## config.mk

```make
export PLATFORM = sky130hd
export DESIGN_NAME = matrix_scan_driver
export DESIGN_NICKNAME = d
export VERILOG_FILES = /design/src/rtl/matrix_scan_driver.sv
export SDC_FILE = /design/constraint.sdc
export NUM_CORES = 1
export LEC_CHECK = 0
export BUFFER_PORTS_ARGS = -buffer_cell sky130_fd_sc_hd__buf_2
export CAP_MARGIN = 20
export CORE_ASPECT_RATIO = 1.75
export CORE_MARGIN = 1.5
export CORE_UTILIZATION = 56
export DETAILED_ROUTE_END_ITERATION = 8
export PLACE_DENSITY = 0.75
export SLEW_MARGIN = 20
export SYNTH_ARGS = -nofsm -noshare
export SYNTH_HDL_FRONTEND = slang
export SYNTH_SLANG_ARGS = --single-unit
```

## constraint.sdc

```tcl
create_clock -name clk -period 3.3 [get_ports clk]
set_input_delay 0.66 -clock clk [delete_from_list [all_inputs] [get_ports clk]]
set_output_delay 0.66 -clock clk [all_outputs]
set_load 0.02 [all_outputs]
```

## src/rtl/matrix_scan_driver.sv

```systemverilog
// rtl/matrix_scan_driver.sv - N x N multi-colour LED matrix scan driver for 74HC595-style chains
// Double-buffered frame store, tick-paced row/colour slot scan, tear-free swap at frame end.
module matrix_scan_driver #(
  parameter int N       = 8,
  parameter int COLORS  = 2,
  parameter int CLK_DIV = 1350,
  localparam int CW = (COLORS > 1) ? $clog2(COLORS) : 1,
  localparam int RW = $clog2(N),
  localparam int DW = (CLK_DIV > 0) ? $clog2(CLK_DIV + 1) : 1
) (
  input  logic              clk,
  input  logic              rst,
  input  logic              enable,
  input  logic              wr_en,
  input  logic [CW-1:0]     wr_color,
  input  logic [RW-1:0]     wr_row,
  input  logic [N-1:0]      wr_data,
  input  logic              swap_req,
  output logic              swap_ack,
  output logic              frame_done,
  output logic              ser_data,
  output logic [COLORS-1:0] col_sel,
  output logic              ser_clk,
  output logic              ser_latch,
  output logic              oe_n
);

  typedef enum logic [1:0] {IDLE, SHIFT, LATCH} state_t;

  state_t            state_q, state_d;
  logic [DW-1:0]     div_q;
  logic              tick;
  logic [RW-1:0]     row_q, row_d;
  logic [CW-1:0]     color_q, color_d;
  logic [RW-1:0]     bit_q, bit_d;
  logic              phase_q, phase_d;
  logic              front_q, front_d;
  logic              pend_q, pend_d;
  logic              ser_data_q, ser_data_d;
  logic [COLORS-1:0] col_sel_q, col_sel_d;
  logic              ser_clk_q, ser_clk_d;
  logic              latch_q, latch_d;
  logic              oe_n_q, oe_n_d;
  logic              ack_q, ack_d;
  logic              done_q, done_d;
  logic              ld, idle_out, frame_end;

  logic [N-1:0] mem_q [2][COLORS][N];

  assign tick = (div_q == DW'(CLK_DIV));

  always_ff @(posedge clk or posedge rst) begin
    if (rst) begin
      div_q <= '0;
    end else begin
      div_q <= tick ? '0 : div_q + 1'b1;
    end
  end

  // Host always writes the plane that is not on display.
  always_ff @(posedge clk) begin
    if (wr_en) begin
      mem_q[~front_q][wr_color][wr_row] <= wr_data;
    end
  end

  always_comb begin
    state_d    = state_q;
    row_d      = row_q;
    color_d    = color_q;
    bit_d      = bit_q;
    phase_d    = phase_q;
    front_d    = front_q;
    pend_d     = pend_q | swap_req;
    ser_data_d = ser_data_q;
    col_sel_d  = col_sel_q;
    ser_clk_d  = ser_clk_q;
    latch_d    = latch_q;
    oe_n_d     = oe_n_q;
    ack_d      = 1'b0;
    done_d     = 1'b0;
    ld         = 1'b0;
    idle_out   = 1'b0;
    frame_end  = 1'b0;

    if (tick) begin
      unique case (state_q)
        IDLE: begin
          idle_out = 1'b1;
          if (enable) begin
            state_d = SHIFT;
            row_d   = '0;
            color_d = '0;
            bit_d   = RW'(N - 1);
            phase_d = 1'b0;
            ld      = 1'b1;
          end
        end
        SHIFT: begin
          if (!phase_q) begin
            phase_d   = 1'b1;
            ser_clk_d = 1'b1;
          end else if (bit_q == '0) begin
            state_d   = LATCH;
            ser_clk_d = 1'b0;
            latch_d   = 1'b1;
            oe_n_d    = 1'b0;
          end else begin
            bit_d   = bit_q - 1'b1;
            phase_d = 1'b0;
            ld      = 1'b1;
          end
        end
        LATCH: begin
          latch_d = 1'b0;
          // Colour advances fastest; row steps when the last colour plane is done.
          if (color_q == CW'(COLORS - 1)) begin
            color_d = '0;
            if (row_q == RW'(N - 1)) begin
              row_d     = '0;
              frame_end = 1'b1;
            end else begin
              row_d = row_q + 1'b1;
            end
          end else begin
            color_d = color_q + 1'b1;
          end
          if (enable) begin
            state_d = SHIFT;
            bit_d   = RW'(N - 1);
            phase_d = 1'b0;
            ld      = 1'b1;
          end else begin
            state_d  = IDLE;
            idle_out = 1'b1;
          end
        end
        default: state_d = IDLE;
      endcase
    end

    if (frame_end) begin
      done_d = 1'b1;
      if (pend_q) begin
        front_d = ~front_q;
        ack_d   = 1'b1;
        pend_d  = swap_req;
      end
    end

    if (idle_out) begin
      ser_data_d = 1'b0;
      col_sel_d  = '1;
      ser_clk_d  = 1'b0;
      latch_d    = 1'b0;
      oe_n_d     = 1'b1;
    end

    // Present the next bit from the plane that is on display after any swap this clk.
    if (ld) begin
      ser_data_d = mem_q[front_d][color_d][row_d][bit_d];
      ser_clk_d  = 1'b0;
      for (int c = 0; c < COLORS; c++) begin
        col_sel_d[c] = !((CW'(c) == color_d) && (bit_d == row_d));
      end
    end
  end

  always_ff @(posedge clk or posedge rst) begin
    if (rst) begin
      state_q    <= IDLE;
      row_q      <= '0;
      color_q    <= '0;
      bit_q      <= '0;
      phase_q    <= 1'b0;
      front_q    <= 1'b0;
      pend_q     <= 1'b0;
      ser_data_q <= 1'b0;
      col_sel_q  <= '1;
      ser_clk_q  <= 1'b0;
      latch_q    <= 1'b0;
      oe_n_q     <= 1'b1;
      ack_q      <= 1'b0;
      done_q     <= 1'b0;
    end else begin
      state_q    <= state_d;
      row_q      <= row_d;
      color_q    <= color_d;
      bit_q      <= bit_d;
      phase_q    <= phase_d;
      front_q    <= front_d;
      pend_q     <= pend_d;
      ser_data_q <= ser_data_d;
      col_sel_q  <= col_sel_d;
      ser_clk_q  <= ser_clk_d;
      latch_q    <= latch_d;
      oe_n_q     <= oe_n_d;
      ack_q      <= ack_d;
      done_q     <= done_d;
    end
  end

  assign ser_data   = ser_data_q;
  assign col_sel    = col_sel_q;
  assign ser_clk    = ser_clk_q;
  assign ser_latch  = latch_q;
  assign oe_n       = oe_n_q;
  assign swap_ack   = ack_q;
  assign frame_done = done_q;

endmodule

```

Word level (Yosys, flattened, before mapping)
Memory sizes are Yosys's and may differ from the RTL's.
Index checks and enable logic that the tools add are counted.
- bitwise logic cells: 7
- magnitude comparators: 7
- $add $sub $neg: 4
- eq/ne operators: 12
- reductions and logical operators: 23
- muxes and demuxes: 76
- operator list (kind ; number):
    $mux W64 ; 4
    $mux W128 ; 1
    $demux W64 S1 ; 1
    $mux W1 ; 42
    $bmux W8 S3 ; 1
    $demux W8 S3 ; 1
    $mux W3 ; 8
    $mux W8 ; 3
    $pmux W3 S2 ; 2
    $reduce_and A4 Y1 ; 3
    $reduce_bool A2 Y1 ; 6
    $add A11 B1 Y11 const B ; 1
    $eq A11 B11 Y1 const B ; 1
    $mux W11 ; 1
    $mux W2 ; 5
    $pmux W1 S2 ; 5
    $reduce_bool A3 Y1 ; 3
    $ge A4 B4 Y1 const B ; 2
    $not A3 Y4 ; 2
    $ne A2 B2 Y1 const B ; 3
    $ne A3 B3 Y1 const B ; 2
    $pmux W2 S3 ; 1
    $reduce_and A3 Y1 ; 2
    $ge A2 B2 Y1 const B ; 2
    other kinds (21) ; 27
- input port bits: 17
- RAM bits: 256
- output and inout port bits: 8
- memories: 1
- register bits after elaboration: 31
- word-level logic and storage cells: 145
- memory list (name ; words ; width ; rd ports ; clocked after memory_dff ; write ports ; line ; source):
    mem_q ; 2 ; 128 ; 1 ; 0 ; 1 ; 48 ; logic [N-1:0] mem_q [2][COLORS][N];

Depth between registers and ports, before layout
An unclocked memory read counts as a cell.
- word-level depth: 16
- gate-level depth with buffers: 17
- mapped depth without buffers: 13

Worst setup path after synthesis
No wires, ideal clock.
- path kind: reg2reg
- from: register row_q[0]
- to: register ser_data_q, in the netlist ser_data
- arrival: 3465 ps
- stages on the path, launching flop included: 17
- data required time: 3176 ps
- path slack: -288 ps
- setup time: 124 ps
- path buffers: 3
- period minus slack after synthesis: 3588 ps
- cells stage by stage: dfrtp_1 ha_1 ha_1 or4b_1 or4_1 buf_2 and2_4 inv_2 buf_4 buf_2 mux2i_1 mux2i_1 a32oi_1 nand3_1 a32oi_1 o21ai_1 a211o_1
- longest elaborated chain between the ends: 16
- elaborated cells between the ends (all ways): 23
- classes of those cells: add/sub: 1; eq/ne: 1; mux: 19; bitwise: 1; memory: 1
- RTL lines (item ; line ; source):
    start, declared ; 33 ; logic [RW-1:0] row_q, row_d;
    start signal, assigned ; 187 ; row_q <= row_d;
    $eq A3 B3 Y1 ; 119 ; if (row_q == RW'(N - 1)) begin
    $mux W1 ; 119 ;
    $mux W1 ; 117 ; if (color_q == CW'(COLORS - 1)) begin
    $mux W1 ; 87 ; unique case (state_q)
    $mux W1 ; 86 ; if (tick) begin
    $mux W1 ; 142 ; if (frame_end) begin
    $mem_v2 Z2 W128 ; -- ;
    $mux W64 (implied by the code) (3 in series) ; 161 ; ser_data_d = mem_q[front_d][color_d][row_d][bit_d];
    $bmux W8 S3 (*) ; 161 ;
    $mux W8 (implied by the code) (*) (2 in series) ; 161 ;
    $bmux W1 S3 (*) ; 161 ;
    $mux W1 (implied by the code) (*) ; 161 ;
    $mux W1 (*) ; 160 ; if (ld) begin
    end signal, assigned ; 193 ; ser_data_q <= ser_data_d;
    end, declared ; 39 ; logic ser_data_q, ser_data_d;
Mark *: on every way between the ends. The rest lies on a longest branch, timed or not. The select of a mux whose other input is x is not followed.
A chain may end at the register's enable or synchronous reset.

Worst setup path after layout
- from: register row_q[1]
- to: register ser_data_q, in the netlist ser_data
The elaborated chain is that of the path after synthesis.

==> metrics.md <==
| Metric | Value |
|---|---|
| Clock tree from TritonCTS | built |
| Most common flop cell mapped by yosys | sky130_fd_sc_hd__edfxtp_1 |
| Number of placement rows | 70 |
| Combinational share of power | 1.6% |
| Post-DRT Antenna Nets | 0 |
| P&R area growth vs syn | 19.6% |
| GR Util All Layers | 29.5% |
| Number of flops mapped to enable cells by yosys | 256 |
| Clock power share | 42.1% |
| Via count | 8,158 |
| DP Area | 0.0132 mm² |
| Starting Density | 57.3% |
| Max-Cap Viols | 0 |
| Number of global-route vias before repair | 8,182 |
| Period minus WS final | between 3 and 4 ns |
| Pin count of the biggest net entering global routing | 33 |
| HPWL reported at the end of detailed placement | 20,900 µm |
| H-Tree Level Count | 1 |
| Leakage Power | 0.00536 µW |
| Most frequent cells in the layout | 256 x sky130_fd_sc_hd__edfxtp_1, 161 x sky130_fd_sc_hd__nand2_1, 101 x sky130_fd_sc_hd__buf_4, 71 x sky130_fd_sc_hd__nor2_1, 67 x sky130_fd_sc_hd__nand3_1 |
| First-pass GRT wire length | just under 50,000 µm |
| Startpoint-to-endpoint class of the critical path | flip-flop to flip-flop |
| Net count of the mapped netlist | between 900 and 1k |
| Per-cell via count in the routed design | between 6 and 7 |
| Final count of pins violating max slew | 0 |
| Clk_skew | 0.00690 ns |
| Avg Synthesized Cell Area | 13.4 µm² |
| Number of buffers created by CTS | 25 |
| Critical Path Sink Type | flip-flop |
| Setup Buffers After CTS | 0 |
| Required time reported for the critical path endpoint | approximately 3.7 ns |
| Vertical extent of the die | 197 µm |
| Final critical-path setup slack | -0.393 ns |
| WL final | 32,100 µm |
| Class of the most critical hold timing path | input pin to async pin |
| Worst Path Max Fanout | 17 |
| Fraction of final layout cells with drive strength greater than 1 | 21.8% |
| Remaining design rule violation count | 0 |
| Element type at the critical path start | flip-flop |
| Post-Synthesis Cells | about 890 |
| Antenna violations before repair | 0 |
| Number of distinct standard cells referenced by the synthesized netlist | just under 60 |
| VDD IR-drop max | 507 µV |
| Final net count | 1,038 |
| Setup repair after global routing missed its margin | yes |
| Number of buffers added on ports | 24 |
| Warnings from Yosys | 0 |
| Buffer depth of the longest clock path | 3 |
| Hold_buf cts | 0 |
| Internal power contribution | between 5000 and 6000 µW |
| Fin crit share | 112% |
| Most common cell after layout, fill and taps aside | sky130_fd_sc_hd__edfxtp_1 |
| Violations in the final reports | setup timing |
| Area inside the core boundary | around 0.021 mm² |
| Fraction of power spent switching nets | 19.3% |
| Final Util | 68.5% |
| Detailed-router iteration count before antenna repair | 7 |
| Yosys reg bits | 287 |
| Overflow left after global routing | 0 |
| Cell area after layout | 0.0143 mm² |
| Worst skew pair latency | about 0.54 ns |
| Headroom to the max-slew limit | between 30% and 40% |
| Ys async rst share | 10.8% |
| Fraction of the yosys area taken by sequential cells | 70.6% |
| Drt initial violations | 915 |
| Status | finished with violations |
| Die footprint | ~0.022 mm² |
| F_max | between 0.2 and 0.3 GHz |
| Syn Std Cell Area | ~0.012 mm² |
| Proportion of power drawn by flip-flops and latches | between 50% and 60% |
| Sinks on the clock net | 287 |
| Cell at the root of the clock tree | sky130_fd_sc_hd__clkbuf_16 |
| Final weighted congestion in routability-driven placement | roughly 0.95 |
| Final number of hold-violating endpoints | 0 |
| Final Hold Slack | 0.202 ns |
| Routed wire per std cell | 24.9 µm |
| Total power density per cell area | 495 mW/mm² |
| Number of ports placed on the die boundary | 25 |
| Clock-pin slew on the worst setup and hold paths | about 0.070 ns |
| Net Switching | 1370 µW |
| Arrival time worst endpoint | between 4 and 5 ns |
| # diodes | 0 |
| Worst Tran Pin Value | 0.956 ns |
| Final setup vio count | 1 |
| Die W | 114 µm |
-- timing repair --
action	CTS	global route
pin swaps	11	8
resized for setup	31	15
setup endpoints to repair	1	2
gates cloned	2	0
hold endpoints to repair	0	0
-- power by group through the flow --
stage          clock network [µW]  registers [µW]  logic, µW
4_1_cts                      3010            4000        110
3_5_place_dp                    0            4080        108
5_1_grt                      3130            4000        120
2_1_floorplan                   0            4070       27.9
3_3_place_gp                    0            4070        104
6_report                     2990            4000        111
-- critical path, stage by stage (launching register included) --
cell                       delay, ns
sky130_fd_sc_hd__dfrtp_1        0.40
sky130_fd_sc_hd__ha_2           0.20
sky130_fd_sc_hd__ha_2           0.17
sky130_fd_sc_hd__or4b_1         0.51
sky130_fd_sc_hd__or4_4          0.44
sky130_fd_sc_hd__and2_4         0.19
sky130_fd_sc_hd__buf_12         0.15
sky130_fd_sc_hd__buf_6          0.16
sky130_fd_sc_hd__nand2_1        0.07
sky130_fd_sc_hd__nand3_1        0.15
sky130_fd_sc_hd__a311oi_4       0.35
sky130_fd_sc_hd__nor3_2         0.09
sky130_fd_sc_hd__o41a_1         0.37
sky130_fd_sc_hd__a211o_1        0.30
-- through the flow --
stage	total power (µW)	worst slack, ns	TNS (ns)	cells
6_report	7100	-0.393	-0.393	1285
5_1_grt	7250	-0.480	-0.480	1285
4_1_cts	7120	-0.331	-0.331	1285
3_5_place_dp	4180	-0.475	-0.475	1238
3_3_place_gp	4180	-0.369	-0.369	1238
2_1_floorplan	4100	-0.145	-0.145	894
-- per-layer routing --
metal / GRT usage, % / share of wire [%]
met1: 34.1 / 33
met2: 51.4 / 51
met3: 3.91 / 8.0
met4: 18.7 / 7.6
met5: 0 / 0
-- kinds of logic after synthesis --
group                      count (synthesis)  share of synthesized area [%]
buffers and inverters                     62                           2.48
and+or+nand+nor                          371                           14.1
DFF                                      287                           70.6
adders and majority gates                  6                          0.626
muxes                                     60                           5.46
xor gates and xnor gates                  13                          0.950
AOI/OAI and AO/OA                         95                           5.76
-- synth_stat cells, drive strengths merged, types with 3 or more instances --
| cell type | number | area, µm² |
|---|---|---|
| clkbuf | 20 | 75.1 |
| a2111oi | 9 | 78.8 |
| nand3 | 70 | 350 |
| ha | 6 | 75.1 |
| a21boi | 8 | 60.1 |
| nor2b | 4 | 25.0 |
| edfxtp | 256 | 7690 |
| mux2 | 3 | 33.8 |
| xor2 | 4 | 35.0 |
| dfrtp | 28 | 701 |
| inv | 16 | 60.1 |
| buf | 26 | 163 |
| a22oi | 8 | 60.1 |
| mux4 | 4 | 90.1 |
| mux2i | 53 | 531 |
| o21ai | 6 | 30.0 |
| nor2 | 71 | 267 |
| and3 | 11 | 68.8 |
| nand2b | 3 | 18.8 |
| a32oi | 11 | 96.3 |
| a31oi | 8 | 50.1 |
| o22ai | 3 | 18.8 |
| nand3b | 6 | 45.0 |
| nor3 | 9 | 45.0 |
| nand4 | 14 | 87.6 |
| a311oi | 5 | 43.8 |
| a211oi | 4 | 30.0 |
| nor4 | 6 | 37.5 |
| a21oi | 17 | 85.1 |
| xnor2 | 9 | 78.8 |
| o211ai | 3 | 22.5 |
| dfstp | 3 | 78.8 |
| or3b | 3 | 26.3 |
| nand2 | 161 | 604 |
-- final timing paths --
path | cells past startpoint | startpoint | slack (ns) | endpoint
setup / recovery | 13 | row_q[1] | -0.39 | ser_data
hold / removal | 3 | rst | 0.20 | phase_q
setup reg to reg | 13 | row_q[1] | -0.39 | ser_data
hold reg to reg | 2 | ser_clk | 0.50 | ser_clk
max in group asynchronous | 3 | rst | 2.77 | col_sel[1]
min in group clk | 2 | swap_req | 0.31 | pend_q
-- registers in the layout (all words and copies together) (netlist names) --
register and cells:
ser_clk 1, ser_latch 1, state_q 2, row_q 3, front_q 1, div_q 11
pend_q 1, col_sel 2, frame_done 1, oe_n 1, ser_data 1, color_q 1
mem_q 256, phase_q 1, swap_ack 1, bit_q 3
-- area by class of cell --
| cell class | count | area (µm²) |
|---|---|---|
| multi-input cells | 545 | 3500 |
| fillers | 1385 | 6600 |
| flip-flops and latches | 287 | 8470 |
| clock inverters | 11 | 158 |
| inverters | 16 | 65.1 |
| clock buffers | 34 | 659 |
| repair buffers | 140 | 1170 |
| well taps | 252 | 315 |
Power figures use the tool's default switching activity.
